File: src/rtl/clk_div_bank_if.sv
// Config write port and per-channel control/status bundle
// for the programmable clock divider bank.
interface clk_div_bank_if #(
  parameter int N_CH    = 4,
  parameter int CNT_W   = 40,
  parameter int BURST_W = 16,
  parameter int CH_W    = 2
);
  logic               cfg_wr;
  logic [CH_W-1:0]    cfg_ch;
  logic [CNT_W-1:0]   cfg_half;
  logic [1:0]         cfg_mode;
  logic [BURST_W-1:0] cfg_burst;
  logic               cfg_ready;
  logic [N_CH-1:0]    start;
  logic [N_CH-1:0]    gate;
  logic               sync_all;
  logic [N_CH-1:0]    clk_out;
  logic [N_CH-1:0]    edge_stb;
  logic [N_CH-1:0]    busy;

  modport master (
    output cfg_wr, cfg_ch, cfg_half, cfg_mode, cfg_burst,
    output start, gate, sync_all,
    input  cfg_ready, clk_out, edge_stb, busy
  );

  modport slave (
    input  cfg_wr, cfg_ch, cfg_half, cfg_mode, cfg_burst,
    input  start, gate, sync_all,
    output cfg_ready, clk_out, edge_stb, busy
  );
endinterface

File: src/rtl/clk_div_bank.sv
// N_CH independent half-period dividers on clkDAC_200m with
// shadowed reload at period boundaries, burst/gated modes and sync.
module clk_div_bank #(
  parameter int N_CH    = 4,
  parameter int CNT_W   = 40,
  parameter int BURST_W = 16,
  parameter int CH_W    = 2
) (
  input logic           clkDAC_200m,
  input logic           rst,
  clk_div_bank_if.slave bus
);
  localparam logic [1:0] M_OFF   = 2'd0;
  localparam logic [1:0] M_FREE  = 2'd1;
  localparam logic [1:0] M_BURST = 2'd2;
  localparam logic [1:0] M_GATED = 2'd3;

  typedef enum logic [1:0] {
    S_IDLE = 2'd0,
    S_RUN  = 2'd1,
    S_STOP = 2'd2
  } st_t;

  logic [N_CH-1:0] pend_v;
  logic            ready;

  // Out-of-range channel indices never match, so they read as not ready.
  always_comb begin
    ready = 1'b0;
    for (int i = 0; i < N_CH; i++) begin
      if (bus.cfg_ch == CH_W'(i)) ready = ~pend_v[i];
    end
  end

  assign bus.cfg_ready = ready;

  for (genvar i = 0; i < N_CH; i++) begin : g_ch
    st_t                st_q, st_d;
    logic [CNT_W-1:0]   cnt_q, cnt_d;
    logic [CNT_W-1:0]   h_q, h_d;
    logic [1:0]         mode_q, mode_d;
    logic [BURST_W-1:0] len_q, len_d;
    logic [BURST_W-1:0] rem_q, rem_d;
    logic               clk_q, clk_d, stb_q;
    logic               pv_q, pv_d;
    logic [CNT_W-1:0]   ph_q;
    logic [1:0]         pm_q;
    logic [BURST_W-1:0] pb_q;
    logic               run, tgl, sync, fall, bnd;
    logic               apply, acc, go;
    logic               busy_o, clk_o, stb_o;

    assign pend_v[i] = pv_q;

    always_ff @(posedge clkDAC_200m) begin
      if (!rst) begin
        st_q   <= S_IDLE;
        cnt_q  <= '0;
        h_q    <= '0;
        mode_q <= M_OFF;
        len_q  <= '0;
        rem_q  <= '0;
        clk_q  <= 1'b0;
        stb_q  <= 1'b0;
        pv_q   <= 1'b0;
        ph_q   <= '0;
        pm_q   <= M_OFF;
        pb_q   <= '0;
      end else begin
        st_q   <= st_d;
        cnt_q  <= cnt_d;
        h_q    <= h_d;
        mode_q <= mode_d;
        len_q  <= len_d;
        rem_q  <= rem_d;
        clk_q  <= clk_d;
        stb_q  <= clk_d & ~clk_q;
        pv_q   <= pv_d;
        if (acc) begin
          ph_q <= bus.cfg_half;
          pm_q <= bus.cfg_mode;
          pb_q <= bus.cfg_burst;
        end
      end
    end

    always_comb begin
      run    = st_q != S_IDLE;
      tgl    = run && (cnt_q >= h_q);
      sync   = run && bus.sync_all;
      fall   = tgl && clk_q && !sync;
      bnd    = fall || sync;
      apply  = pv_q && (!run || bnd);
      acc    = bus.cfg_wr && ready && (bus.cfg_ch == CH_W'(i));
      go     = 1'b0;
      st_d   = st_q;
      cnt_d  = cnt_q;
      h_d    = h_q;
      mode_d = mode_q;
      len_d  = len_q;
      rem_d  = rem_q;
      clk_d  = clk_q;
      pv_d   = pv_q | acc;

      if (run) begin
        if (sync) begin
          cnt_d = '0;
          clk_d = 1'b0;
        end else if (tgl) begin
          cnt_d = '0;
          clk_d = ~clk_q;
        end else begin
          cnt_d = cnt_q + CNT_W'(1);
        end
      end

      if (apply) begin
        // A start in the apply cycle counts only for an idle BURST channel.
        go = (pm_q == M_FREE)
          || (pm_q == M_GATED && bus.gate[i])
          || (pm_q == M_BURST && mode_q == M_BURST && !run
              && bus.start[i] && pb_q != '0);
        pv_d   = 1'b0;
        h_d    = ph_q;
        mode_d = pm_q;
        len_d  = pb_q;
        rem_d  = pb_q;
        cnt_d  = '0;
        clk_d  = 1'b0;
        st_d   = go ? S_RUN : S_IDLE;
      end else begin
        unique case (st_q)
          S_IDLE: begin
            if (mode_q == M_BURST && bus.start[i] && len_q != '0) begin
              st_d  = S_RUN;
              rem_d = len_q;
              cnt_d = '0;
              clk_d = 1'b0;
            end else if (mode_q == M_GATED && bus.gate[i]) begin
              st_d = S_RUN;
            end
          end
          S_RUN: begin
            if (mode_q == M_BURST && bnd) begin
              rem_d = rem_q - BURST_W'(1);
              if (rem_q <= BURST_W'(1)) begin
                st_d  = S_IDLE;
                clk_d = 1'b0;
              end
            end else if (mode_q == M_GATED && !bus.gate[i]) begin
              st_d = fall ? S_IDLE : S_STOP;
            end
          end
          S_STOP: begin
            if (bus.gate[i]) st_d = S_RUN;
            else if (fall)   st_d = S_IDLE;
          end
          default: st_d = S_IDLE;
        endcase
      end
    end

    always_comb begin
      busy_o = st_q != S_IDLE;
      clk_o  = clk_q;
      stb_o  = stb_q;
    end

    assign bus.busy[i]     = busy_o;
    assign bus.clk_out[i]  = clk_o;
    assign bus.edge_stb[i] = stb_o;
  end
endmodule

File: src/flat_wrapper.sv
// flat-port wrapper written by rule: the top's interface ports become plain ports
module clk_div_bank_flat 
#(
  parameter int N_CH    = 4,
  parameter int CNT_W   = 40,
  parameter int BURST_W = 16,
  parameter int CH_W    = 2
)
  (clkDAC_200m, rst, bus_cfg_wr, bus_cfg_ch, bus_cfg_half, bus_cfg_mode, bus_cfg_burst, bus_start, bus_gate, bus_sync_all, bus_cfg_ready, bus_clk_out, bus_edge_stb, bus_busy);
  clk_div_bank_if #(.N_CH(N_CH), .CNT_W(CNT_W), .BURST_W(BURST_W), .CH_W(CH_W)) bus_i ();
  input logic clkDAC_200m;
  input logic rst;
  input wire logic [$bits(bus_i.cfg_wr)-1:0] bus_cfg_wr;
  input wire logic [$bits(bus_i.cfg_ch)-1:0] bus_cfg_ch;
  input wire logic [$bits(bus_i.cfg_half)-1:0] bus_cfg_half;
  input wire logic [$bits(bus_i.cfg_mode)-1:0] bus_cfg_mode;
  input wire logic [$bits(bus_i.cfg_burst)-1:0] bus_cfg_burst;
  input wire logic [$bits(bus_i.start)-1:0] bus_start;
  input wire logic [$bits(bus_i.gate)-1:0] bus_gate;
  input wire logic [$bits(bus_i.sync_all)-1:0] bus_sync_all;
  output wire logic [$bits(bus_i.cfg_ready)-1:0] bus_cfg_ready;
  output wire logic [$bits(bus_i.clk_out)-1:0] bus_clk_out;
  output wire logic [$bits(bus_i.edge_stb)-1:0] bus_edge_stb;
  output wire logic [$bits(bus_i.busy)-1:0] bus_busy;
  assign bus_i.cfg_wr = bus_cfg_wr;
  assign bus_i.cfg_ch = bus_cfg_ch;
  assign bus_i.cfg_half = bus_cfg_half;
  assign bus_i.cfg_mode = bus_cfg_mode;
  assign bus_i.cfg_burst = bus_cfg_burst;
  assign bus_i.start = bus_start;
  assign bus_i.gate = bus_gate;
  assign bus_i.sync_all = bus_sync_all;
  assign bus_cfg_ready = bus_i.cfg_ready;
  assign bus_clk_out = bus_i.clk_out;
  assign bus_edge_stb = bus_i.edge_stb;
  assign bus_busy = bus_i.busy;
  clk_div_bank #(.N_CH(N_CH), .CNT_W(CNT_W), .BURST_W(BURST_W), .CH_W(CH_W)) u_core (.clkDAC_200m(clkDAC_200m), .rst(rst), .bus(bus_i));
endmodule
File: config.mk
export PLATFORM = sky130hd
export DESIGN_NAME = clk_div_bank_flat
export DESIGN_NICKNAME = d
export VERILOG_FILES = /design/src/rtl/clk_div_bank_if.sv /design/src/rtl/clk_div_bank.sv /design/src/flat_wrapper.sv
export SDC_FILE = /design/constraint.sdc
export NUM_CORES = 2
export LEC_CHECK = 0
export ABC_CLOCK_PERIOD_IN_PS = 4100
export BUFFER_PORTS_ARGS = -buffer_cell sky130_fd_sc_hd__buf_2
export CAP_MARGIN = 20
export CELL_PAD_IN_SITES_DETAIL_PLACEMENT = 1
export CELL_PAD_IN_SITES_GLOBAL_PLACEMENT = 1
export CORE_UTILIZATION = 40
export DETAILED_ROUTE_END_ITERATION = 6
export HOLD_SLACK_MARGIN = 0.12
export PLACE_DENSITY_LB_ADDON = 0.1
export SYNTH_ARGS = -nofsm -noshare
export SYNTH_HDL_FRONTEND = slang
export SYNTH_SLANG_ARGS = --single-unit
File: constraint.sdc
create_clock -name clkDAC_200m -period 4.1 [get_ports clkDAC_200m]
set_input_delay 0.205 -clock clkDAC_200m [delete_from_list [all_inputs] [get_ports clkDAC_200m]]
set_output_delay 0.205 -clock clkDAC_200m [all_outputs]
set_load 0.05 [all_outputs]
[Yosys cells after proc, flatten, opt, wreduce, memory -nomap -nowiden]
Cells that the tools add are included.
Storage, ports and cells
  output and inout bits: 13
  word-level logic and storage cells: 378
  register bits: 708
Cells by class
  eq/ne operators: 55
  muxes and demuxes: 116
  bitwise gates (word level): 17
  add/subtract/negate cells: 8
  magnitude comparators: 8
  reductions and logical operators: 126
Operators by type and width (number)
  40-bit 2-to-1 mux: 20
  16-bit 2-to-1 mux: 12
  40-bit by 1-bit adder with 40-bit output, second input constant: 4
  40-bit >= comparator: 4
  16-bit one-hot mux with 2 select lines: 4
  16-bit nonzero test: 8
  2-bit 2-to-1 mux: 36
  1-bit logical AND: 65
  16-bit by 1-bit <= comparator with 1-bit output, second input constant: 4
  16-bit by 1-bit subtractor with 16-bit output, second input constant: 4
  2-bit equality test, second input constant: 22
  1-bit 2-to-1 mux: 36
  4-bit by 1-bit != test with 1-bit output, second input constant: 8
  3-bit by 1-bit != test with 1-bit output, second input constant: 8
  2-bit one-hot mux with 3 select lines: 4
  2-bit by 1-bit equality test with 1-bit output, second input constant: 9
  1-bit logical OR: 16
  4-bit by 2-bit != test with 1-bit output, second input constant: 4
  4-bit by 3-bit != test with 1-bit output, second input constant: 4
  4-bit AND reduction: 4
  1-bit logical NOT: 12
  3-bit AND reduction: 4
  3-bit nonzero test: 4
  2-bit logical NOT: 5
  6 further kinds: 29

[Logic depth before layout (Yosys ltp)]
  depth after elaboration: 10
  mapped depth: 20
  mapped depth without buffers: 18

[Worst setup path after synthesis]
Ideal clock, no wire load.
  path kind: register -> register
  start point: register u_core.g_ch[0].h_q[5]
  end point: register u_core.g_ch[0].cnt_q[27]
  slack: 0.390 ns
  cell stages (with the launch flop): 19
  path buffers: 3
  arrival time: 3.638 ns
  clock period less this slack: 3.710 ns
  cells stage by stage: dfxtp_1 inv_1 ha_1 a211oi_1 nand2_1 o2111ai_1 a211oi_1 o311a_1 buf_1 nor3_1 nor2_1 ha_1 o31ai_2 nand2_1 nor3_4 buf_2 buf_2 nand3_1 mux2i_1
On the way
  longest elaborated chain between the ends: 8
  elaborated cells on any way between the ends: 13
  classes of those cells: order compare (1); mux (5); reduce/logical (7)
Ends and longest elaborated chain
  from (decl): RTL line clk_div_bank.sv:40  | logic [CNT_W-1:0] h_q, h_d;
  from (signal assigned): RTL line clk_div_bank.sv:59  | h_q <= '0;
  from (signal assigned): RTL line clk_div_bank.sv:72  | h_q <= h_d;
  40-bit >= comparator *: RTL line clk_div_bank.sv:89  | tgl = run && (cnt_q >= h_q);
  1-bit logical AND *: RTL line clk_div_bank.sv:89
  branches (longest 6 deep; another with 40-bit 2-to-1 mux)
  to (signal assigned): RTL line clk_div_bank.sv:71  | cnt_q <= cnt_d;
  to (decl): RTL line clk_div_bank.sv:39  | logic [CNT_W-1:0] cnt_q, cnt_d;
Every way passes the cells marked *.
A chain may end at the register's enable or synchronous reset.

[Final worst setup path]
  start point: register u_core.g_ch[2].h_q[38]
  end point: register u_core.g_ch[2].rem_q[8]
On the way
  longest elaborated chain between the ends: 9
  elaborated cells on any way between the ends: 13
  classes of those cells: order compare (1); eq/ne (2); mux (1); reduce/logical (9)
Ends and longest elaborated chain
  from (decl): RTL line clk_div_bank.sv:40
  from (signal assigned): RTL line clk_div_bank.sv:59
  from (signal assigned): RTL line clk_div_bank.sv:72
  40-bit >= comparator *: RTL line clk_div_bank.sv:89
  1-bit logical AND *: RTL line clk_div_bank.sv:89
  1-bit logical AND * (2 in series): RTL line clk_div_bank.sv:91  | fall = tgl && clk_q && !sync;
  1-bit logical OR *: RTL line clk_div_bank.sv:92  | bnd = fall || sync;
  1-bit logical OR: RTL line clk_div_bank.sv:93  | apply = pv_q && (!run || bnd);
  1-bit logical AND: RTL line clk_div_bank.sv:93
  3-bit by 1-bit != test with 1-bit output (no line) or 3-bit nonzero test (tied branches)
  3-bit AND reduction (no line)
  to (signal assigned): RTL line clk_div_bank.sv:75  | rem_q <= rem_d;
  to (decl): RTL line clk_div_bank.sv:43  | logic [BURST_W-1:0] rem_q, rem_d;
Mark *: on every way between the ends. The rest lies on a longest branch, timed or not.

==> metrics <==
Clk pwr share=0.455; Internal Power=12500 uW; Worst Setup EP=u_core.g_ch[2].rem_q[8]; Detailed Route Iter0 Violations=2005; pwr/cell area=between 400 and 500 nW/um2; Synth Warn #=0; setup TNS=0 ns; Net Count, Synth=4705; CP Data Arrival Time=between 4 and 5 ns; HPWL after detailed placement=76.83 mm; routed vias/inst=around 5.6; DRC=0; max_cap viols=0; Peak VDD IR=around 0.35 mV; Inserted Clock Buffers=82; WHS=around 0.17 ns; Reg2Reg Capture Point=u_core.g_ch[2].rem_q[8]; Worst-Skew Late Latency=0.65 ns; clk sinks=between 700 and 800; CTS root buf=clkbuf_16; critical-path maximum fanout=16; Reg2Reg Setup Slack=approximately 0.24 ns; mean post-synth cell area=7.532 um2; worst slew pin tran=between 1 and 1.5 ns; sw power=4710 uW; async set-reset flop share out of synthesis=0; CTS tree=yes; clock skew=roughly 0.024 ns; PortBufs=84; antenna-violating nets left=0; Total Wirelength=around 110 mm; Worst path depth=17; Leak=0.01380 uW; GR Overflow Total=0; Total GRT Usage=0.2610; r2r startpoint=u_core.g_ch[2].h_q[38]; share of layout cells above drive strength 1=0.07576; Final GP Congestion=approximately 0.84; cells on worst reg2reg path=17; Cell Chain, Critical Path=inv_1 -> ha_1 -> nand4_1 -> or3_4 -> nor4_4 -> nand3_2 -> o21ai_4 -> and2_1 -> ha_4 -> a21oi_1 -> or3b_2 -> and2_1 -> o21ai_4 -> buf_12 -> o21ai_0 -> nand2_1 -> a21oi_1; min-delay worst type=in -> reg; Max Fclk=259.1 MHz; die area=85080 um2; Fill cells=10124; die width=about 290 um; commonest non-fill, non-tap cell in the layout=nand2_1; floorplan row count=~110; CTS clk-pin slew, worst paths=roughly 0.06 ns; Syn-to-layout area delta=15.36%; die height=291.7 um; Max clock buf depth=3; nets@finish=~4700; most frequent cells in the layout=nand2_1, dfxtp_1, a21oi_1; Slew Viols, Final=0; pin count of the biggest net entering global routing=210; CP startpoint=u_core.g_ch[2].h_q[38]; CP Launch Type=flip-flop; number of global-route vias before repair=about 31000; slew margin rel.=0.3299; status=complete, no violations; io pins=85; via count=~32000; post-synthesis register bit count=708; drt pass-1 iters=5; sw frac=0.2737; Core Util, Final=0.4694; CP delay by family, top=simple AND/OR/NAND/NOR gates; Reg power frac=0.421; Final Hold Viols=0; buffer and inverter count on the worst path=2; Unique masters post-synth=75; combinational share of power=0.124; Post-synth EDFFs=0; area of the core=82500 um2; register area share after synthesis=0.4222; period utilization=0.9412; routed len/inst=approximately 20 um; highest-delay cell along the critical path=or3b_2; first-pass GRT wire length=~180 mm; Req. time, crit path=roughly 4.6 ns; Gate Count Post-Synth=between 4000 and 5000; Post-Syn Area=around 34000 um2; H-Tree Depth=3; Critical Path Sink Type=flip-flop; setup violators final=0; Setup CP Type=reg -> reg; slowest cell delay on critical path=~0.49 ns; Main synth FF type=dfxtp_1; Final min period=around 3.9 ns; initial antenna violation count=7; effective utilization at floorplan=0.4069
## worst reg2reg max path: stages, from the launching register on
cell and delay [ns]:
dfxtp_1 0.32, inv_1 0.04, ha_1 0.31, nand4_1 0.14, or3_4 0.44, nor4_4 0.33, nand3_2 0.14, o21ai_4 0.22
and2_1 0.19, ha_4 0.18, a21oi_1 0.05, or3b_2 0.49, and2_1 0.20, o21ai_4 0.24, buf_12 0.18, o21ai_0 0.09
nand2_1 0.09, a21oi_1 0.06
## worst min path at each step
stage                                          end  slack, ns                     from  cells after the start
after floorplan             u_core.g_ch[0].ph_q[0]       0.34          bus_cfg_half[0]                      2
after CTS                  u_core.g_ch[1].cnt_q[0]       0.13             bus_start[1]                      5
after detailed placement    u_core.g_ch[3].h_q[21]       0.45  u_core.g_ch[3].ph_q[21]                      2
after global placement      u_core.g_ch[0].h_q[35]       0.44  u_core.g_ch[0].ph_q[35]                      2
final                      u_core.g_ch[1].cnt_q[0]       0.17             bus_start[1]                      5
after global routing      u_core.g_ch[1].rem_q[13]       0.17                      rst                      3
## per-stage QoR
step	std cells	instance area, um2	total power (uW)	setup slack, ns
after global routing	5638	38710	17880	-0.005563
after detailed placement	5422	35110	9427	0.04957
after floorplan	4457	33570	8702	0.3901
after global placement	5422	35110	9403	0.1587
final	5642	38720	17210	0.2409
after CTS	5635	38620	17330	0.01200
## cell families after synthesis
kind of cell | Yosys count | synth area share
AO/OA/AOI/OAI | 1108 | 0.1902
XOR/XNOR | 23 | 0.006001
adder cells (fa/ha/maj) | 176 | 0.06560
buffers and inverters | 476 | 0.05569
flip-flops | 708 | 0.4222
multiplexers | 24 | 0.007194
AND/OR/NAND/NOR | 1942 | 0.2531
## power by group through the flow
stage	clock network, uW	registers (uW)	logic (uW)
2_1_floorplan	0	7320	1380
3_3_place_gp	0	7380	2020
3_5_place_dp	0	7380	2040
4_1_cts	7990	7230	2110
5_1_grt	8270	7260	2350
6_report	7830	7240	2140
## repair_timing
item                       CTS  global route
hold buffers                62             0
hold endpoints to repair   240             0
setup endpoints to repair    0            47
buffers inserted             0             1
resized for setup            0            11
## Yosys cell counts, drive strengths merged, types with 4 or more instances
cell | count | share of area
a2111oi | 5 | 0.0015
a211oi | 15 | 0.0034
a21boi | 4 | 0.00089
a21o | 23 | 0.0051
a21oi | 663 | 0.099
a221oi | 8 | 0.0021
a22o | 8 | 0.0021
a22oi | 10 | 0.0022
a2bb2oi | 4 | 0.0010
a311oi | 12 | 0.0031
a31oi | 41 | 0.0076
and2 | 18 | 0.0034
and3 | 50 | 0.0093
and4 | 11 | 0.0029
buf | 56 | 0.0087
clkbuf | 209 | 0.023
dfxtp | 708 | 0.42
ha | 176 | 0.066
inv | 211 | 0.024
mux2i | 23 | 0.0069
nand2 | 1236 | 0.14
nand2b | 14 | 0.0026
nand3 | 208 | 0.031
nand4 | 58 | 0.011
nor2 | 140 | 0.016
nor2b | 17 | 0.0032
nor3 | 56 | 0.0090
nor3b | 6 | 0.0013
nor4 | 65 | 0.013
o211a | 4 | 0.0012
o211ai | 42 | 0.0094
o21a | 10 | 0.0022
o21ai | 160 | 0.024
o221ai | 6 | 0.0016
o22ai | 7 | 0.0013
o311ai | 53 | 0.014
o31ai | 9 | 0.0022
or2 | 7 | 0.0013
or3 | 42 | 0.0080
or4 | 6 | 0.0013
xnor2 | 13 | 0.0034
xor2 | 10 | 0.0026
## state kept, by name, summed over array words and instances, names as in the netlist
name / count
u_core.g_ch.cnt_q: 160
u_core.g_ch.clk_o: 4
u_core.g_ch.stb_o: 4
u_core.g_ch.len_q: 64
u_core.g_ch.pv_q: 4
u_core.g_ch.pb_q: 64
u_core.g_ch.mode_q: 8
u_core.g_ch.pm_q: 8
u_core.g_ch.rem_q: 64
u_core.g_ch.h_q: 160
u_core.g_ch.ph_q: 160
u_core.g_ch.st_q: 8
## routing by layer
layer,vias to the layer above,global-route usage,wire (um)
li1,15490,-,-
met1,15386,0.3622,53990
met2,536,0.4182,50700
met3,174,0.03577,4767
met4,2,0.07985,3411
met5,-,0,12
## layout make-up
| class | count | area (um2) | area share |
|---|---|---|---|
| Sequential cell | 708 | 14170 | 0.3660 |
| Inverter | 211 | 799.5 | 0.02065 |
| Timing Repair Buffer | 224 | 1832 | 0.04730 |
| Multi-Input combinational cell | 3273 | 17680 | 0.4566 |
| Antenna cell | 5 | 12.51 | 0.0003231 |
| Tap cell | 1070 | 1339 | 0.03457 |
| Clock inverter | 26 | 370.4 | 0.009564 |
| Clock buffer | 125 | 2516 | 0.06498 |
Note: power is estimated with default switching activity, not from simulation.
